## config.mk

```make
export PLATFORM = sky130hd
export DESIGN_NAME = i2s_dac_transmitter_flat
export DESIGN_NICKNAME = d
export VERILOG_FILES = /design/src/rtl/i2s_pkg.sv /design/src/rtl/i2s_dac_transmitter_if.sv /design/src/rtl/i2s_frame_timer.sv /design/src/rtl/i2s_dac_transmitter.sv /design/src/flat_wrapper.sv
export SDC_FILE = /design/constraint.sdc
export NUM_CORES = 1
export LEC_CHECK = 0
export BUFFER_PORTS_ARGS = -buffer_cell sky130_fd_sc_hd__buf_2
export CELL_PAD_IN_SITES_DETAIL_PLACEMENT = 0
export CELL_PAD_IN_SITES_GLOBAL_PLACEMENT = 1
export CORE_ASPECT_RATIO = 0.7
export CORE_MARGIN = 1
export CORE_UTILIZATION = 49
export CTS_BUF_LIST = sky130_fd_sc_hd__clkbuf_8
export DETAILED_ROUTE_END_ITERATION = 6
export PLACE_DENSITY = 0.79
export SETUP_SLACK_MARGIN = 0.5
export SLEW_MARGIN = 20
export SYNTH_ARGS = -nofsm -noshare
export SYNTH_HDL_FRONTEND = slang
export SYNTH_HIERARCHICAL = 1
export SYNTH_SLANG_ARGS = --single-unit
```

## constraint.sdc

```tcl
create_clock -name clk -period 5.55 [get_ports clk]
set_input_delay 1.665 -clock clk [delete_from_list [all_inputs] [get_ports clk]]
set_output_delay 1.665 -clock clk [all_outputs]
set_load 0.05 [all_outputs]
```

## src/rtl/i2s_pkg.sv

```systemverilog
// Shared I2S definitions for the DAC transmitter and the INMP441 mic receiver.
// Holds the sample type, the frame-counter width and the counter positions
// at which word select toggles, slots load and the last data bit shifts out.
package i2s_pkg;

    localparam int unsigned I2S_SAMPLE_W = 24;
    localparam int unsigned I2S_CNT_W    = 9;

    // Counter positions within one 512-tick slot (16 ticks per sck period)
    localparam logic [I2S_CNT_W-1:0] I2S_WS_TOGGLE   = 9'd15;
    localparam logic [I2S_CNT_W-1:0] I2S_SLOT_LOAD   = 9'd31;
    localparam logic [I2S_CNT_W-1:0] I2S_FIRST_SHIFT = 9'd47;
    localparam logic [I2S_CNT_W-1:0] I2S_LAST_SHIFT  = 9'd399;

    typedef logic signed [I2S_SAMPLE_W-1:0] sample_t;

    // Pick the sample for the slot that word select is announcing (1 = right)
    function automatic logic [I2S_SAMPLE_W-1:0] slot_word(
        input logic    ws_val,
        input sample_t left_val,
        input sample_t right_val
    );
        return ws_val ? right_val : left_val;
    endfunction

endpackage

```

## src/rtl/i2s_dac_transmitter_if.sv

```systemverilog
// Sample-pair handshake between a producer (DSP) and the I2S transmitter.
//   in_left/in_right : 24-bit two's complement samples
//   in_valid         : pair offered by the producer
//   in_ready         : transmitter holding buffer empty
// master = producer side, slave = transmitter side.
interface i2s_dac_transmitter_if;

    i2s_pkg::sample_t in_left;
    i2s_pkg::sample_t in_right;
    logic             in_valid;
    logic             in_ready;

    modport master (output in_left, output in_right, output in_valid, input in_ready);
    modport slave  (input in_left, input in_right, input in_valid, output in_ready);

endinterface

```

## src/rtl/i2s_frame_timer.sv

```systemverilog
// I2S controller frame timing: optional /2 tick prescaler, 9-bit free-running
// tick counter, bit clock and word select. Shared with the mic receiver.
// Ports:
//   clk, rst : system clock, async active-high reset
//   clk_en   : tick enable (toggles each clk when clk_mhz == 100, else 1)
//   cnt      : tick counter, wraps 511 -> 0
//   sck      : bit clock, cnt[3]
//   ws       : word select, toggles on the sck falling edge at cnt == 15
module i2s_frame_timer
    import i2s_pkg::*;
#(
    parameter int clk_mhz = 50
) (
    input  logic                 clk,
    input  logic                 rst,
    output logic                 clk_en,
    output logic [I2S_CNT_W-1:0] cnt,
    output logic                 sck,
    output logic                 ws
);

    logic [I2S_CNT_W-1:0] cnt_r;
    logic                 ws_r;

    generate
        if (clk_mhz == 100) begin : g_div2
            logic clk_en_r;

            // Divide-by-two tick enable so the I2S rates match the 50 MHz build
            always_ff @(posedge clk or posedge rst) begin
                if (rst) begin
                    clk_en_r <= 1'b0;
                end else begin
                    clk_en_r <= ~clk_en_r;
                end
            end

            assign clk_en = clk_en_r;
        end else begin : g_nodiv
            assign clk_en = 1'b1;
        end
    endgenerate

    // Tick counter and word select; ws starts high so the first left slot begins at tick 15
    always_ff @(posedge clk or posedge rst) begin
        if (rst) begin
            cnt_r <= 9'd0;
            ws_r  <= 1'b1;
        end else if (clk_en) begin
            cnt_r <= cnt_r + 9'd1;
            if (cnt_r == I2S_WS_TOGGLE) begin
                ws_r <= ~ws_r;
            end
        end
    end

    assign cnt = cnt_r;
    assign sck = cnt_r[3];
    assign ws  = ws_r;

endmodule

```

## src/rtl/i2s_dac_transmitter.sv

```systemverilog
// Stereo I2S transmitter (Philips framing, controller mode) for PCM5102 /
// MAX98357 class DACs. A one-pair holding buffer accepts samples over a
// valid/ready handshake; each frame start moves the buffer into the active
// pair (or zeros on underrun) and the shifter sends 24 bits MSB-first plus
// 8 zero bits per slot.
// Ports:
//   clk, rst   : system clock, async active-high reset
//   in_if      : sample-pair handshake (slave side)
//   sck, ws    : I2S bit clock and word select (0 = left)
//   sd         : serial data, flop output, changes on sck falling edges
//   frame_tick : 1-clk pulse at each left-slot start
//   underrun   : 1-clk pulse with frame_tick when no pair was pending
module i2s_dac_transmitter
    import i2s_pkg::*;
#(
    parameter int clk_mhz = 50
) (
    input  logic                        clk,
    input  logic                        rst,
    i2s_dac_transmitter_if.slave        in_if,
    output logic                        sck,
    output logic                        ws,
    output logic                        sd,
    output logic                        frame_tick,
    output logic                        underrun
);

    logic                    clk_en_s;
    logic [I2S_CNT_W-1:0]    cnt_s;
    logic                    ws_s;

    sample_t                 buf_left_r;
    sample_t                 buf_right_r;
    sample_t                 act_left_r;
    sample_t                 act_right_r;
    logic [I2S_SAMPLE_W-1:0] shift_r;
    logic                    pending_r;
    logic                    frame_tick_r;
    logic                    underrun_r;

    logic                    accept_s;
    logic                    frame_start_s;
    logic                    slot_load_s;
    logic                    shift_en_s;
    logic                    data_bit_s;

    i2s_frame_timer #(.clk_mhz(clk_mhz)) u_timer (
        .clk    (clk),
        .rst    (rst),
        .clk_en (clk_en_s),
        .cnt    (cnt_s),
        .sck    (sck),
        .ws     (ws_s)
    );

    // Event decode; frame start uses the pre-toggle ws, so ws==1 marks the left slot coming up
    always_comb begin
        accept_s      = in_if.in_valid & ~pending_r;
        frame_start_s = clk_en_s & (cnt_s == I2S_WS_TOGGLE) & ws_s;
        slot_load_s   = clk_en_s & (cnt_s == I2S_SLOT_LOAD);
        shift_en_s    = clk_en_s & (cnt_s[3:0] == 4'hF) & (cnt_s >= I2S_FIRST_SHIFT);
        data_bit_s    = (cnt_s <= I2S_LAST_SHIFT);
    end

    // Holding buffer; runs every clk. An accept in the frame-start cycle wins
    // over the clear, so that pair waits for the next frame.
    always_ff @(posedge clk or posedge rst) begin
        if (rst) begin
            pending_r   <= 1'b0;
            buf_left_r  <= 24'sd0;
            buf_right_r <= 24'sd0;
        end else if (accept_s) begin
            pending_r   <= 1'b1;
            buf_left_r  <= in_if.in_left;
            buf_right_r <= in_if.in_right;
        end else if (frame_start_s) begin
            pending_r   <= 1'b0;
        end
    end

    // Active pair and frame status pulses
    always_ff @(posedge clk or posedge rst) begin
        if (rst) begin
            act_left_r   <= 24'sd0;
            act_right_r  <= 24'sd0;
            frame_tick_r <= 1'b0;
            underrun_r   <= 1'b0;
        end else begin
            frame_tick_r <= frame_start_s;
            underrun_r   <= frame_start_s & ~pending_r;
            if (frame_start_s) begin
                act_left_r  <= pending_r ? buf_left_r  : 24'sd0;
                act_right_r <= pending_r ? buf_right_r : 24'sd0;
            end
        end
    end

    // Output shifter; its MSB is the sd pin. Past the last data bit it is cleared
    // so the 8 pad bits of every slot are zero.
    always_ff @(posedge clk or posedge rst) begin
        if (rst) begin
            shift_r <= 24'd0;
        end else if (slot_load_s) begin
            shift_r <= slot_word(ws_s, act_left_r, act_right_r);
        end else if (shift_en_s && data_bit_s) begin
            shift_r <= {shift_r[I2S_SAMPLE_W-2:0], 1'b0};
        end else if (shift_en_s) begin
            shift_r <= 24'd0;
        end
    end

    assign sd             = shift_r[I2S_SAMPLE_W-1];
    assign ws             = ws_s;
    assign frame_tick     = frame_tick_r;
    assign underrun       = underrun_r;
    assign in_if.in_ready = ~pending_r;

endmodule
```

## src/flat_wrapper.sv

```systemverilog
// flat-port wrapper written by rule: the top's interface ports become plain ports
module i2s_dac_transmitter_flat import i2s_pkg::*;
#(
    parameter int clk_mhz = 50
)
  (clk, rst, sck, ws, sd, frame_tick, underrun, in_if_in_left, in_if_in_right, in_if_in_valid, in_if_in_ready);
  i2s_dac_transmitter_if in_if_i ();
  input  logic clk;
  input  logic rst;
  output logic sck;
  output logic ws;
  output logic sd;
  output logic frame_tick;
  output logic underrun;
  input wire logic [$bits(in_if_i.in_left)-1:0] in_if_in_left;
  input wire logic [$bits(in_if_i.in_right)-1:0] in_if_in_right;
  input wire logic [$bits(in_if_i.in_valid)-1:0] in_if_in_valid;
  output wire logic [$bits(in_if_i.in_ready)-1:0] in_if_in_ready;
  assign in_if_i.in_left = in_if_in_left;
  assign in_if_i.in_right = in_if_in_right;
  assign in_if_i.in_valid = in_if_in_valid;
  assign in_if_in_ready = in_if_i.in_ready;
  i2s_dac_transmitter #(.clk_mhz(clk_mhz)) u_core (.clk(clk), .rst(rst), .in_if(in_if_i), .sck(sck), .ws(ws), .sd(sd), .frame_tick(frame_tick), .underrun(underrun));
endmodule
```

Word level (Yosys, flattened, before mapping). Cells that the tools add are included.

Bits of input ports: 51. Output and inout bits: 6. Register bits: 133.

Eq/ne operators: 3. Order comparisons: 2. Reductions and logical operators: 3. Bitwise logic cells: 6. Multiplexer cells: 8. $add $sub $neg: 1.

Operators by type and width (number): $mux 24 (6); $add 9x1->9 const B (1); $eq 9x4->1 const B (1); $eq 9x5->1 const B (1); $ge 9x6->1 const B (1); $le 9x9->1 const B (1); $and 1x1->1 (4); $eq 4x4->1 const B (1); $reduce_bool 3->1 (1); $mux 1 (2); $not 1->1 (2); $reduce_bool 2->1 (1); $logic_and 1x1->1 (1).

Longest topological paths before layout. Gate-level depths: netlist of run 1.

Depth in word-level cells: 5. Gate-level depth with buffers: 7.

By module. The synthesis of run 1 kept the hierarchy.

By module, submodules not included: i2s_dac_transmitter (instances 1, cells an instance 434, area each 5089.9 um^2); i2s_frame_timer (instances 1, cells an instance 37, area each 440.4 um^2).

Worst setup path after synthesis of run 1. Ideal clock, no wire load.

Path kind: in2reg. From: in in_if_in_valid. To: reg u_core.buf_left_r[21]. Data required time: 5.425 ns. Cell stages on the path: 4. Buffers on the path: 2. Arrival: 2.583 ns. Slack: 2.842 ns. Setup time: 0.125 ns. Cell sequence: nor2b_1 buf_2 buf_4 mux2_2.

Cells in the longest elaborated chain, start to end: 1.

RTL lines: start: declaration (RTL line flat_wrapper.sv:17) `input wire logic [$bits(in_if_i.in_valid)-1:0] in_if_in_valid;`; $and 1x1->1 (RTL line i2s_dac_transmitter.sv:58) `accept_s = in_if.in_valid & ~pending_r;`; end signal: assignment (RTL line i2s_dac_transmitter.sv:74) `buf_left_r <= in_if.in_left;`; end: declaration (RTL line i2s_dac_transmitter.sv:32) `sample_t buf_left_r;`.

No other way between the ends. A chain may end at the register's enable or synchronous reset.

Worst setup path in the final report of run 1.
From: reg u_core.u_timer.ws_r (netlist: u_core/u_timer/ws). To: out ws.

RTL lines: start: declaration (RTL line i2s_frame_timer.sv:23) `logic ws_r;`; start signal: assignment (RTL line i2s_frame_timer.sv:52) `ws_r <= ~ws_r;`; end: declaration (RTL line flat_wrapper.sv:11) `output logic ws;`.

No word-level cell between the ends.

==> impl_results.md, run 1 <==
* Req. time, crit path at 3.88 ns
* Clock Skew at 0.01015 ns
* GPL Wtd Cong at 0.7253
* Fillers at 958
* Max Cap Viol at 0
* Final worst path period share at 64.56%
* TritonCTS clock tree: done
* Worst setup margin at 1.967 ns
* Crit Path Max Fanout at 28
* Vias in the first global route at 3551
* Setup TNS at 0 ns
* Mapped Cells at 471
* P_leak at 0.003089 uW
* Via count at 3496
* Power density cells at 350.8 nW/um^2
* Clk pin slew, worst setup/hold paths at 0.07 ns
* Peak supply drop at 212.4 uV
* Die width at 129.0 um
* CP Buf/Inv Count at 1
* Synth Register Bits at 133
* Crit-path max cell delay at 1.09 ns
* Largest net degree at the start of global routing at 98
* Xor/xnor share of the synthesized area at 1.267%
* Worst setup path startpoint: u_core/u_timer/ws
* Post-CTS setup buffers at 0
* Initial antenna violation count at 0
* Detailed Place HPWL at 6325 um
* CP max-delay cell: dfstp_2
* Reg-to-reg critical path startpoint: u_core/u_timer/ws
* Final setup violation count at 0
* Remaining Overflow, GRT at 0
* Max Slew Vio Count at 0
* Cts repair resizes at 0
* Post-synthesis compound-gate area fraction at 8.959%
* Final core utilization at 56.95%
* Worst hold slack at 0.4825 ns
* Clk sinks at 133
* Final hold viol count at 0
* Core footprint at 11010 um^2
* Pre-CTS setup slack at 2.402 ns
* Mux cell area share after synthesis at 14.12%
* Worst slew pin tran at 1.021 ns
* Drt total wl at 10020 um
* CP top delay family: flip-flops
* GRT Total Usage at 19.04%
* WL per Instance at 14.63 um
* Unrepaired setup endpoints after global routing: false
* Final Power at 2200 uW
* Diode count at 0
* IO Count at 57
* Antenna viol nets, final at 0
* Worst slew margin at 31.70%
* Root buf cell: clkbuf_8
* First-pass GRT wire length at 17170 um
* Starting Density at 50.23%
* Die H at 90.89 um
* Post-synth cell types at 35
* Crit path cell chain: buf_2
* Worst Hold Class: register to register
* 1st-pass router iterations at 7
* Max Freq at 279.1 MHz
* Crit path time final at 3.583 ns
* Critical Path Start Type: register
* Post-synthesis sequential area ratio at 60.20%
* Vias/cell at 5.104
* Post-synthesis adder-cell area fraction at 0.2262%
* Worst Setup EP: ws
* 1st-iter DRT viols at 189
* # DRC at 0
* Layout cells sized above 1 at 28.01%
* Simple-gate portion of the synthesized area at 11.24%
* Synth warn at 6
* Hold Crit Depth at 2
* CP arrival at 1.92 ns
* Post-synthesis area per instance at 11.74 um^2
* Area of the die at 11720 um^2
* CP endpoint kind: output pin
* Clock tree buffer depth at 2
* Std-Cell Rows at 32
* Layout area overhead at 13.39%
* Crit path kind: register to output pin
* Status: complete, no violations
* FF-to-FF End: u_core/act_right_r[11]
* Syn_nets at 523
* Post-CTS Hold Buffers at 0
* Main combinational cell family by area after synthesis: multiplexers
* Port bufs at 56
* Post-Syn Area at 5530 um^2
* Num CTS Buffers at 17
* R2R depth at 5
* Worst-skew pair later-pin latency at 0.42 ns
* Cell depth of the worst setup path at 1
* Final-stage net count at 571
* Htree depth at 4
* R2R setup slack at 2.99 ns
-- worst register-to-register path, delay by kind of cell (launching register included) --
kind                   cells  cell delay, ns
AOI/OAI and AO/OA          1            0.09
buffers and inverters      1            0.38
and+or+nand+nor            3            0.86
DFF                        1            1.09
-- worst min-delay path by stage --
stage	end	start	slack, ns
finish	u_core/act_right_r[21]	u_core/act_right_r[21]	0.48
global route	u_core/act_right_r[4]	u_core/act_right_r[4]	0.50
CTS	u_core/act_left_r[7]	u_core/act_left_r[7]	0.49
detailed placement	u_core/act_left_r[7]	u_core/act_left_r[7]	0.47
global placement	u_core/act_right_r[21]	u_core/act_right_r[21]	0.46
floorplan	u_core/act_left_r[0]	u_core/act_left_r[0]	0.45
-- routing by layer --
| layer | share of wire [%] | wire (um) | GRT usage (%) | vias to the layer above |
|---|---|---|---|---|
| met1 | 51 | 5070 | 26.26 | 1720 |
| met3 | 3.6 | 362 | 6.220 | 7 |
| met4 | 0.58 | 58 | 5.000 | 0 |
| li1 | - | - | - | 1713 |
| met2 | 45 | 4528 | 28.92 | 56 |
| met5 | 0 | 0 | 0 | - |
-- Yosys cell counts --
| cell | instances | area, um^2 |
|---|---|---|
| nand3_1 | 3 | 15.01 |
| a221o_1 | 23 | 230.2 |
| nor3_1 | 1 | 5.000 |
| inv_1 | 6 | 22.52 |
| o21ai_0 | 40 | 200.2 |
| ha_1 | 1 | 12.51 |
| and3_1 | 1 | 6.260 |
| or3_1 | 1 | 6.260 |
| mux2i_1 | 24 | 240.2 |
| nor4_2 | 1 | 12.51 |
| buf_6 | 5 | 56.30 |
| nand2b_1 | 1 | 6.260 |
| mux2_2 | 48 | 540.5 |
| clkbuf_1 | 12 | 45.04 |
| nand3_4 | 1 | 17.52 |
| nand4_1 | 2 | 12.51 |
| dfstp_2 | 1 | 26.28 |
| o21ai_1 | 8 | 40.04 |
| o2bb2ai_1 | 1 | 8.760 |
| buf_4 | 5 | 37.54 |
| and2_1 | 2 | 12.51 |
| conb_1 | 1 | 3.750 |
| and2b_1 | 1 | 7.510 |
| nor4_4 | 1 | 21.27 |
| o311ai_0 | 1 | 8.760 |
| a21o_1 | 1 | 7.510 |
| nor2b_1 | 2 | 12.51 |
| nor2_1 | 27 | 101.4 |
| xnor2_1 | 3 | 26.28 |
| buf_2 | 11 | 55.05 |
| xor2_1 | 5 | 43.79 |
| dfrtp_1 | 132 | 3303 |
| nand4_2 | 1 | 12.51 |
| nand2_1 | 97 | 364.1 |
| and4_1 | 1 | 8.760 |
-- report_power, final --
part | internal, uW | switching (uW)
Sequential | 1110 | 70.9
Combinational | 145 | 108
Clock | 405 | 366
Total | 1660 | 544
-- cell usage in the layout, fill, tap and decap left out, drive strengths merged, types with 2 or more instances in the layout --
cell,synthesis,final
and2,2,2
nand2,97,97
bufinv,0,2
nor2b,2,2
xnor2,3,3
xor2,5,5
nand4,3,3
nor2,27,27
clkinvlp,0,6
buf,21,62
clkinv,0,5
clkbuf,12,18
nand3,4,4
nor4,2,2
mux2i,24,24
a221o,23,23
dfrtp,132,132
inv,6,7
mux2,48,48
o21ai,48,48
-- sequential cells by signal (all words and copies together), names as in the netlist --
signal / flops
u_core/pending_r: 1
u_core/buf_right_r: 24
u_core/buf_left_r: 24
u_core/frame_tick: 1
u_core/u_timer/cnt: 9
u_core/u_timer/ws: 1
u_core/act_right_r: 24
u_core/act_left_r: 24
u_core/shift_r: 24
u_core/underrun: 1
-- through the flow --
| stage | area [um^2] | std cells |
|---|---|---|
| 2_1_floorplan | 5530 | 471 |
| 3_3_place_gp | 5866 | 652 |
| 3_5_place_dp | 5866 | 652 |
| 4_1_cts | 6251 | 684 |
| 5_1_grt | 6271 | 685 |
| 6_report | 6271 | 685 |
-- final cells by class --
class                   instances  area, um^2  area share [%]
clock buffers                  18       247.7           3.951
clock inverters                14       137.6           2.195
inverters                       6       25.02          0.3990
multi-input cells             299        2001           31.90
flip-flops and latches        133        3331           53.11
well taps                     153       191.4           3.053
repair buffers                 62       337.8           5.387
-- logic make-up (layout without fill, tap and decap cells) --
kind of cell,Yosys count,count (layout)
and+or+nand+nor,143,143
DFF,133,133
AOI/OAI and AO/OA,74,74
muxes,72,72
buffers and inverters,39,100
xor gates and xnor gates,8,8
adders and majority gates,1,1
other,1,1
Power figures use the tool's default switching activity.
==> run 2: changes to the inputs <==
==> constraint.sdc (replaced) <==
create_clock -name clk -period 3.8 [get_ports clk]
set_input_delay 1.14 -clock clk [delete_from_list [all_inputs] [get_ports clk]]
set_output_delay 1.14 -clock clk [all_outputs]
set_load 0.05 [all_outputs]
==> run 2 against run 1 <==
Against the previous run:
- cell count is 0.15% higher
- design area grew 0.74%
- hold slack worse by 0.0026 ns
- sequential power increased by 47%
- first-iteration DRC count grew 2.1%
- via count up 0.83%
- die area did not move
- register-to-register slack got worse by 1.6 ns
- critical path type unchanged
- largest cell class unchanged
- highest routed layer unchanged
==> impl_results.md, run 2 (synthesis results as in run 1) <==
* Cts repair resizes at 0
* Clk sinks at 133
* Max Cap Viol at 0
* Port bufs at 56
* Starting Density at 50.23%
* Final worst path period share at 77.52%
* Crit Path Max Fanout at 51
* Die width at 129.0 um
* Power density cells at 524.1 nW/um^2
* CP endpoint kind: output pin
* Req. time, crit path at 2.66 ns
* Vias in the first global route at 3384
* Worst hold slack at 0.4800 ns
* Most frequent cells in the layout: dfrtp_1, nand2_1, buf_2
* Crit path time final at 2.946 ns
* Unrepaired setup endpoints after global routing: false
* GRT Total Usage at 19.32%
* Remaining Overflow, GRT at 0
* CP arrival at 1.81 ns
* Worst slew margin at 29.92%
* CP top delay family: flip-flops
* Layout cells sized above 1 at 27.95%
* Crit-path max cell delay at 0.99 ns
* TritonCTS clock tree: done
* Std-Cell Rows at 32
* Initial antenna violation count at 0
* Final-stage net count at 572
* Status: complete, no violations
* Post-CTS setup buffers at 0
* Area of the die at 11720 um^2
* IO Count at 57
* Clk pin slew, worst setup/hold paths at 0.07 ns
* Htree depth at 4
* # DRC at 0
* CP max-delay cell: dfrtp_2
* Max Freq at 339.5 MHz
* Crit path kind: register to output pin
* Antenna viol nets, final at 0
* Most common cell after layout, fill and taps aside: dfrtp_1
* Setup TNS at 0 ns
* Core footprint at 11010 um^2
* Layout area overhead at 14.23%
* Detailed Place HPWL at 6496 um
* Die H at 90.89 um
* Worst slew pin tran at 1.048 ns
* Via count at 3525
* Vias/cell at 5.138
* GPL Wtd Cong at 0.7156
* Clock tree buffer depth at 2
* Post-CTS Hold Buffers at 0
* Root buf cell: clkbuf_8
* 1st-pass router iterations at 4
* Crit path cell chain: inv_1, buf_2
* Worst-skew pair later-pin latency at 0.43 ns
* Worst Hold Class: register to register
* First-pass GRT wire length at 17100 um
* Fillers at 944
* Critical Path Start Type: register
* Final setup violation count at 0
* P_leak at 0.003129 uW
* 1st-iter DRT viols at 193
* Pre-CTS setup slack at 1.099 ns
* CP Buf/Inv Count at 2
* Peak supply drop at 289.1 uV
* Largest net degree at the start of global routing at 60
* Worst setup margin at 0.8541 ns
* Diode count at 0
* Max Slew Vio Count at 0
* WL per Instance at 14.73 um
* Drt total wl at 10110 um
* Final hold viol count at 0
* Clock Skew at 0.01066 ns
* Num CTS Buffers at 17
* Final core utilization at 57.38%
run 2: per-layer routing:
| metal | vias to the layer above | GRT usage [%] | part of all wire (%) |
|---|---|---|---|
| li1 | 1714 | - | - |
| met5 | - | 0 | 0 |
| met3 | 15 | 5.628 | 3.7 |
| met1 | 1729 | 28.57 | 52 |
| met4 | 0 | 9.216 | 1.9 |
| met2 | 67 | 25.72 | 43 |
run 2: tightest hold or removal path, stage by stage (launching register included):
cell     delay (ns)
dfrtp_1        0.34
nand2_1        0.05
o21ai_0        0.06
run 2: cell type report:
type / count / area [um^2] / area share [%]
Tap cell: 153 / 191.4 / 3.030
Clock buffer: 20 / 275.3 / 4.357
Sequential cell: 133 / 3331 / 52.72
Multi-Input combinational cell: 299 / 2001 / 31.67
Inverter: 6 / 26.28 / 0.4159
Timing Repair Buffer: 63 / 357.8 / 5.664
Clock inverter: 12 / 135.1 / 2.139
run 2: final timing paths:
path	from	endpoint	slack [ns]	cells past startpoint
max in group asynchronous	rst	u_core/pending_r	2.15	3
setup reg to reg	u_core/u_timer/ws	u_core/act_left_r[7]	1.40	5
setup / recovery	u_core/pending_r	in_if_in_ready	0.85	2
min in group asynchronous	rst	u_core/u_timer/cnt[8]	0.70	2
hold / removal	u_core/act_left_r[5]	u_core/act_left_r[5]	0.48	2
hold reg to reg	u_core/act_left_r[5]	u_core/act_left_r[5]	0.48	2
run 2: per-stage QoR:
stage	area [um^2]	instances	total power [uW]
6_report	6317	686	3311
5_1_grt	6317	686	3483
4_1_cts	6317	686	3354
3_5_place_dp	5907	654	2131
3_3_place_gp	5907	654	2109
2_1_floorplan	5534	471	2006
run 2: power breakdown:
group	switching (uW)	internal (uW)
Sequential	123	1610
Combinational	145	215
Clock	525	689
Total	793	2520
